`src/rtl/pid_pwm_driver.sv`:
```
// Double-buffered PWM stage with a tick prescaler and period-aligned start/stop.
// Define PWM_DEADTIME_EN to add the dead-time gated complementary output pair (pwm_out_n).
module pid_pwm_driver #(
    parameter int unsigned PERIOD_MAX = 254
`ifdef PWM_DEADTIME_EN
  , parameter int unsigned DEAD_TICKS = 2
`endif
) (
    input  logic       clk,
    input  logic       rst_n,
    input  logic [7:0] duty_in,
    input  logic       duty_valid,
    input  logic [7:0] div_in,
    input  logic       enable,
    output logic       pwm_out,
`ifdef PWM_DEADTIME_EN
    output logic       pwm_out_n,
`endif
    output logic       period_start,
    output logic [7:0] duty_active,
    output logic       busy
);

    // state   | meaning
    // S_IDLE  | stopped, counters held at 0, output low
    // S_RUN   | normal PWM generation
    // S_DRAIN | stop requested, finishing the current period
    typedef enum logic [1:0] {
        S_IDLE  = 2'd0,
        S_RUN   = 2'd1,
        S_DRAIN = 2'd2
    } state_t;

    localparam logic [7:0] C_PMAX = 8'(PERIOD_MAX);

    state_t     r_state;
    state_t     w_state_nxt;
    logic [7:0] r_cnt;
    logic [7:0] r_presc;
    logic [7:0] r_shadow;
    logic [7:0] r_duty_active;
    logic [7:0] r_div_active;
    logic       r_pwm;
    logic       r_period_start;

    logic       w_active;
    logic       w_tick;
    logic       w_boundary;
    logic       w_load;
    logic [7:0] w_duty_nxt;

    assign w_active   = (r_state == S_RUN) || (r_state == S_DRAIN);
    assign w_tick     = w_active && (r_presc == r_div_active);
    assign w_boundary = w_tick && (r_cnt == C_PMAX);
    // A strobe landing on the load cycle bypasses the shadow register.
    assign w_duty_nxt = duty_valid ? duty_in : r_shadow;

    always_ff @(posedge clk or negedge rst_n) begin
        if (!rst_n) begin
            r_state <= S_IDLE;
        end else begin
            r_state <= w_state_nxt;
        end
    end

    always_comb begin
        w_state_nxt = S_IDLE;
        w_load      = 1'b0;
        case (r_state)
            S_IDLE: begin
                if (enable) begin
                    w_state_nxt = S_RUN;
                    w_load      = 1'b1;
                end
            end
            S_RUN: begin
                w_state_nxt = enable ? S_RUN : S_DRAIN;
                w_load      = w_boundary;
            end
            S_DRAIN: begin
                if (enable) begin
                    w_state_nxt = S_RUN;
                    w_load      = w_boundary;
                end else if (w_boundary) begin
                    w_state_nxt = S_IDLE;
                end else begin
                    w_state_nxt = S_DRAIN;
                end
            end
            default: w_state_nxt = S_IDLE;
        endcase
    end

    always_ff @(posedge clk or negedge rst_n) begin
        if (!rst_n) begin
            r_cnt          <= 8'd0;
            r_presc        <= 8'd0;
            r_shadow       <= 8'd0;
            r_duty_active  <= 8'd0;
            r_div_active   <= 8'd0;
            r_pwm          <= 1'b0;
            r_period_start <= 1'b0;
        end else begin
            if (duty_valid) begin
                r_shadow <= duty_in;
            end
            r_period_start <= w_load;
            if (w_load) begin
                r_duty_active <= w_duty_nxt;
                r_div_active  <= div_in;
            end
            if (!w_active || (w_state_nxt == S_IDLE)) begin
                r_cnt   <= 8'd0;
                r_presc <= 8'd0;
            end else if (w_tick) begin
                r_presc <= 8'd0;
                r_cnt   <= (r_cnt == C_PMAX) ? 8'd0 : r_cnt + 8'd1;
            end else begin
                r_presc <= r_presc + 8'd1;
            end
            r_pwm <= w_active && (r_cnt < r_duty_active);
        end
    end

`ifdef PWM_DEADTIME_EN
    // Window of the current raw level plus the previous DEAD_TICKS levels; an
    // output only asserts once its level has been stable across the whole window.
    logic [DEAD_TICKS-1:0] r_hist;
    logic [DEAD_TICKS:0]   w_win;
    logic                  r_hs;
    logic                  r_ls;

    assign w_win = {r_hist, r_pwm};

    always_ff @(posedge clk or negedge rst_n) begin
        if (!rst_n) begin
            r_hist <= '0;
            r_hs   <= 1'b0;
            r_ls   <= 1'b0;
        end else begin
            r_hist <= w_win[DEAD_TICKS-1:0];
            r_hs   <= &w_win;
            r_ls   <= w_active && ~|w_win;
        end
    end

    assign pwm_out   = r_hs;
    assign pwm_out_n = r_ls;
`else
    assign pwm_out = r_pwm;
`endif

    assign period_start = r_period_start;
    assign duty_active  = r_duty_active;
    assign busy         = w_active;

endmodule
```
`config.mk`:
```
export PLATFORM = sky130hd
export DESIGN_NAME = pid_pwm_driver
export DESIGN_NICKNAME = d
export VERILOG_FILES = /design/src/rtl/pid_pwm_driver.sv
export SDC_FILE = /design/constraint.sdc
export NUM_CORES = 1
export LEC_CHECK = 0
export CAP_MARGIN = 20
export CELL_PAD_IN_SITES_DETAIL_PLACEMENT = 0
export CELL_PAD_IN_SITES_GLOBAL_PLACEMENT = 2
export CORE_MARGIN = 5
export CORE_UTILIZATION = 39
export DETAILED_ROUTE_END_ITERATION = 6
export PLACE_DENSITY = 0.85
export SETUP_SLACK_MARGIN = 0.2
export SKIP_CTS_REPAIR_TIMING = 1
export SLEW_MARGIN = 10
export SYNTH_ARGS = -nofsm -noshare
export SYNTH_HDL_FRONTEND = slang
export SYNTH_SLANG_ARGS = --single-unit
export TNS_END_PERCENT = 20
```
`constraint.sdc`:
```
create_clock -name clk -period 4.8 [get_ports clk]
set_input_delay 0.72 -clock clk [delete_from_list [all_inputs] [get_ports clk]]
set_output_delay 0.72 -clock clk [all_outputs]
set_load 0.05 [all_outputs]
```
==> run metrics, run 1 <==
setup TNS=0 ns; initial antenna violation count=0; Yosys warning count=0; post-synthesis simple-gate area fraction=0.1253; post-route ant nets=0; RSZ-0062 raised after global routing=false; largest net degree at the start of global routing=45; worst r2r src=r_state[0]; final cycle utilization of the critical path=0.5618; mux cell area share after synthesis=0.1348; Synth Instances=191; Final #Nets=259; Synth Area in Compound Gates=0.07488; GRT Total Usage=0.1196; Post-synth EDFFs=0; max-capacitance violation count=0; register area share after synthesis=0.4881; synth cell count leaders=dfrtp_1, mux2_2, nor2_1, ha_1, inv_1; final hold vios=0; total CTS buffers=5; final setup fails=0; Synth Flop Type=dfrtp_1; count leader, synth=dfrtp_1; Worst Path Required=4.08 ns; Reg2Reg Depth=6; sw frac=0.3986; internal power=0.9472 mW; Critical Path Sink Type=output port; clock buffer depth=2; share of synthesized registers carrying an async set or reset=1.000; Buffers on Ports=30; worst r2r dst=duty_active[5]; Pwr Density=573.5 nW/um^2; CP Max Fanout=5; clock power share=0.175; Setup crit start kind=flop; row count=27; Post-Place Setup Slack=2.148 ns; final slew viol count=0; Worst Tran Pin Value=0.8263 ns; H-Tree Depth=2; Net Sw Power=0.6278 mW; top cell type's share of synthesized area=0.4881; worst rel slew slack=0.4449; DR iter-0 viols=35; Die H=86.06 microns; Max Fclk=370.9 MHz; synth top area cells=dfrtp_1, ha_1, mux2_2, mux2_4, xnor2_1; critical path arrival=1.98 ns; type of the worst min-delay path=in2async; largest family of logic cells by synthesized area=multiplexers; post-synthesis adder-cell area fraction=0.07765; Antenna diodes=0; Sink Count=44; WL/cell=13.47 microns; vias in the first global route=1488; Reg power frac=0.344; gp weighted congestion=0.7431; Area growth syn-to-layout=21.74%; CTS clk-pin slew, worst paths=0.08 ns; combinational group share of total power=0.481; VDD IR max=0.3135 mV; status=completed; CTS tree=yes; area leader, netlist=dfrtp_1; Die Area=7405 sq um; initial core utilization=0.4047; Ports=31; Routed WL=4.013 mm; Syn Nets=225; Core ar.=5574 sq um; flops & latches, synth=44; Horiz. Die Dim=86.06 microns; share of layout cells above drive strength 1=0.1681; routed vias=1470; synthesized area per cell=11.81 sq um; global-route wire length before repair=6.962 mm; grt ovf=0; Residual DRC=0; Tmin final=2.696 ns; post-synthesis cell type count=38; clk_lat worst skew=0.30 ns; Synth Area in XOR/XNOR=0.06600; skew final=0.004514 ns; Leak=1.249 nW; vias per cell=4.933; Final HPWL DP=2.943 mm; Crit Path Class=reg2out; flop2flop setup slack=2.40 ns; Final WS setup=2.104 ns; post-synthesis cell area=2256 sq um; root buf cell=clkbuf_8; Pre-Repair DR Iteration Count=4
## logic make-up (layout without fill, tap and decap cells)
kind of cell               after synthesis  after routing
and+or+nand+nor                         52             52
DFF                                     44             44
muxes                                   24             24
AOI/OAI and AO/OA                       22             22
buffers and inverters                   18             53
xor gates and xnor gates                17             17
adders and majority gates               14             14
## layout by cell type (no fill, tap or decap), drive strengths merged, types with 3 or more instances in the layout
cell / Yosys / layout
inv: 14 / 14
a21oi: 5 / 5
xnor2: 12 / 12
xor2: 5 / 5
mux2: 24 / 24
and3: 4 / 4
nand2: 6 / 6
o21ai: 3 / 3
nand3: 10 / 10
clkdlybuf4s50: 0 / 29
clkbuf: 3 / 6
a21o: 3 / 3
nor2: 15 / 15
nand4: 3 / 3
dfrtp: 44 / 44
ha: 14 / 14
nor3: 5 / 5
## per-stage QoR
step / instance area, sq um / instances / total power, mW / hold WS (ns) / util
final: 2746 / 298 / 1.575 / 0.3637 / 0.4927
after global routing: 2746 / 298 / 1.676 / 0.3809 / 0.4927
after CTS: 2726 / 297 / 1.596 / 0.5054 / 0.4891
after detailed placement: 2619 / 289 / 1.316 / 0.4858 / 0.4698
after global placement: 2619 / 289 / 1.310 / 0.4811 / 0.4698
after floorplan: 2256 / 191 / 1.108 / 0.4244 / -
## power by group through the flow
stage	logic, mW	clock network, mW	registers, mW
2_1_floorplan	0.427	0	0.682
3_3_place_gp	0.761	0	0.549
3_5_place_dp	0.765	0	0.551
4_1_cts	0.767	0.286	0.543
5_1_grt	0.820	0.302	0.554
6_report	0.758	0.276	0.541
## metal layers
| layer | global-route usage | share of wire |
|---|---|---|
| met2 | 0.1759 | 0.44 |
| met3 | 0.04131 | 0.048 |
| met1 | 0.1660 | 0.51 |
| met5 | 0 | 0 |
| met4 | 0.03453 | 0.0082 |
## worst max-delay path, stage by stage, from the launching register on
cell and delay (ns):
dfrtp_1 0.38, inv_1 0.07, ha_1 0.39, clkdlybuf4s50_1 0.84
## sequential cells by signal, summed over array words and instances (netlist names)
signal	cells
period_start	1
pwm_out	1
r_cnt	8
duty_active	8
r_state	2
r_div_active	8
r_presc	8
r_shadow	8
## worst max-delay path by stage
| stage | from | to | slack [ns] | cells after the start |
|---|---|---|---|---|
| floorplan | r_state[0] | duty_active[0] | 2.33 | 7 |
| global placement | enable | duty_active[7] | 2.17 | 5 |
| detailed placement | enable | r_div_active[7] | 2.15 | 5 |
| CTS | r_state[0] | busy | 2.07 | 3 |
| global route | r_state[0] | busy | 1.99 | 3 |
| finish | r_state[0] | busy | 2.10 | 3 |
## cell type report
type / count / area (sq um)
Timing Repair Buffer: 31 / 315.3
Tap cell: 72 / 90.09
Fill cell: 538 / 2828
Clock buffer: 6 / 72.57
Clock inverter: 2 / 35.03
Multi-Input combinational cell: 129 / 1080
Sequential cell: 44 / 1101
Inverter: 14 / 52.55
Power figures use the tool's default switching activity.
==> run 2: changes to the inputs <==
CORE_UTILIZATION = 33   (was 39)
PLACE_DENSITY = 0.77   (was 0.85)
clock period = 2.4 ns   (was 4.8 ns; I/O delays follow)
==> run metrics, run 2 (synthesis gave the netlist of run 1 again) <==
Worst Path Required=2.58 ns; CP Cell Sequence=xnor2_1 -> nand4_4 -> nor4_4 -> a31oi_4 -> buf_12 -> mux2_4; largest delay contributor family on the critical path=simple AND/OR/NAND/NOR gates; setup TNS=0 ns; met1 GRT Util=0.1579; Leak=1.277 nW; Setup crit start kind=flop; GRT Total Usage=0.1100; final setup fails=0; Pre-Repair DR Iteration Count=4; Pwr Density=1140 nW/um^2; vias in the first global route=1521; root buf cell=clkbuf_8; clk_lat worst skew=0.29 ns; Worst Path Buf+Inv=1; Max Fclk=487.0 MHz; CP peak stage delay=0.45 ns; share of layout cells above drive strength 1=0.1913; initial antenna violation count=0; area of the multi-input gates=1101 sq um; Residual DRC=0; Worst Tran Pin Value=0.5719 ns; Final #Nets=263; Die Area=8590 sq um; routed vias=1474; Final HPWL DP=3.281 mm; post-route ant nets=0; Horiz. Die Dim=92.68 microns; most frequent cells in the layout=dfrtp_1, clkdlybuf4s50_1, nor2_1, mux2_2, inv_1; worst rel slew slack=0.6187; Antenna diodes=0; Final Instance Count excl. Fillers=310; Crit Path Class=reg2reg; type of the worst min-delay path=in2async; vias per cell=4.755; total CTS buffers=5; Critical Path Sink Type=flop; Buffers on Ports=30; final hold vios=0; most common cell after layout, fill and taps aside=dfrtp_1; Area growth syn-to-layout=24.07%; Hold Slack=0.05179 ns; final slew viol count=0; placed cells=302; critical path arrival=2.23 ns; max-capacitance violation count=0; Ports=31; global-route wire length before repair=7.396 mm; M2 GR Usage=0.1631; GR peak layer=met2; WL/cell=13.81 microns; RSZ-0062 raised after global routing=false; Routed WL=4.281 mm; VDD IR max=0.3869 mV; Die H=92.68 microns; CTS clk-pin slew, worst paths=0.09 ns; H-Tree Depth=2; met3 Usage GRT=0.02518; DR iter-0 viols=54; CP Max Fanout=17; Core ar.=6719 sq um; gp weighted congestion=0.7564; Seq. cell area=1101 sq um; row count=30; Tmin final=2.053 ns; largest net degree at the start of global routing=26; Sink Count=44; initial core utilization=0.3358; skew final=0.009115 ns; status=completed; CTS tree=yes; grt ovf=0; clock buffer depth=2; # fillers=655; Worst path slowest cell=dfrtp_1; final cycle utilization of the critical path=0.8556
run 2: cell types whose count changed in the layout (fill, tap and decap cells not counted), sizes merged:
cell and change:
clkdlybuf4s50 -1, bufinv -1, buf +4, dlymetal6s2s +1, inv +1
run 2: final cells by class:
cell class / instances / area share
inverters: 14 / 0.01878
multi-input cells: 129 / 0.3934
well taps: 80 / 0.03576
flip-flops and latches: 44 / 0.3934
clock buffers: 6 / 0.02950
clock inverters: 2 / 0.004917
repair buffers: 35 / 0.1243
run 2: final timing paths:
kind / cells past startpoint / slack [ns] / startpoint / end
max reg2reg: 6 / 0.35 / r_presc[2] / duty_active[1]
max in group asynchronous: 2 / 1.77 / rst_n / duty_active[2]
min reg2reg: 1 / 0.51 / r_shadow[1] / r_shadow[1]
min in group clk: 1 / 0.51 / r_shadow[1] / r_shadow[1]
max: 6 / 0.35 / r_presc[2] / duty_active[1]
min: 1 / 0.05 / rst_n / r_cnt[2]
run 2: power breakdown:
part / internal (mW) / switching, mW
Clock: 0.236 / 0.259
Sequential: 0.939 / 0.146
Combinational: 0.700 / 0.912
run 2: through the flow:
step / power (mW) / instance area [sq um] / setup slack (ns) / util
floorplan: 2.280 / 2277 / 0.2140 / -
global placement: 2.724 / 2700 / 0.4294 / 0.4019
detailed placement: 2.747 / 2700 / 0.3412 / 0.4019
CTS: 3.253 / 2796 / 0.1072 / 0.4162
global route: 3.398 / 2799 / 0.2228 / 0.4166
finish: 3.192 / 2799 / 0.3467 / 0.4166
run 2: routing by layer:
metal / vias to the layer above / share of wire
met5: - / 0
met4: 0 / 0.012
met3: 5 / 0.033
met2: 30 / 0.45
met1: 696 / 0.50
li1: 743 / -
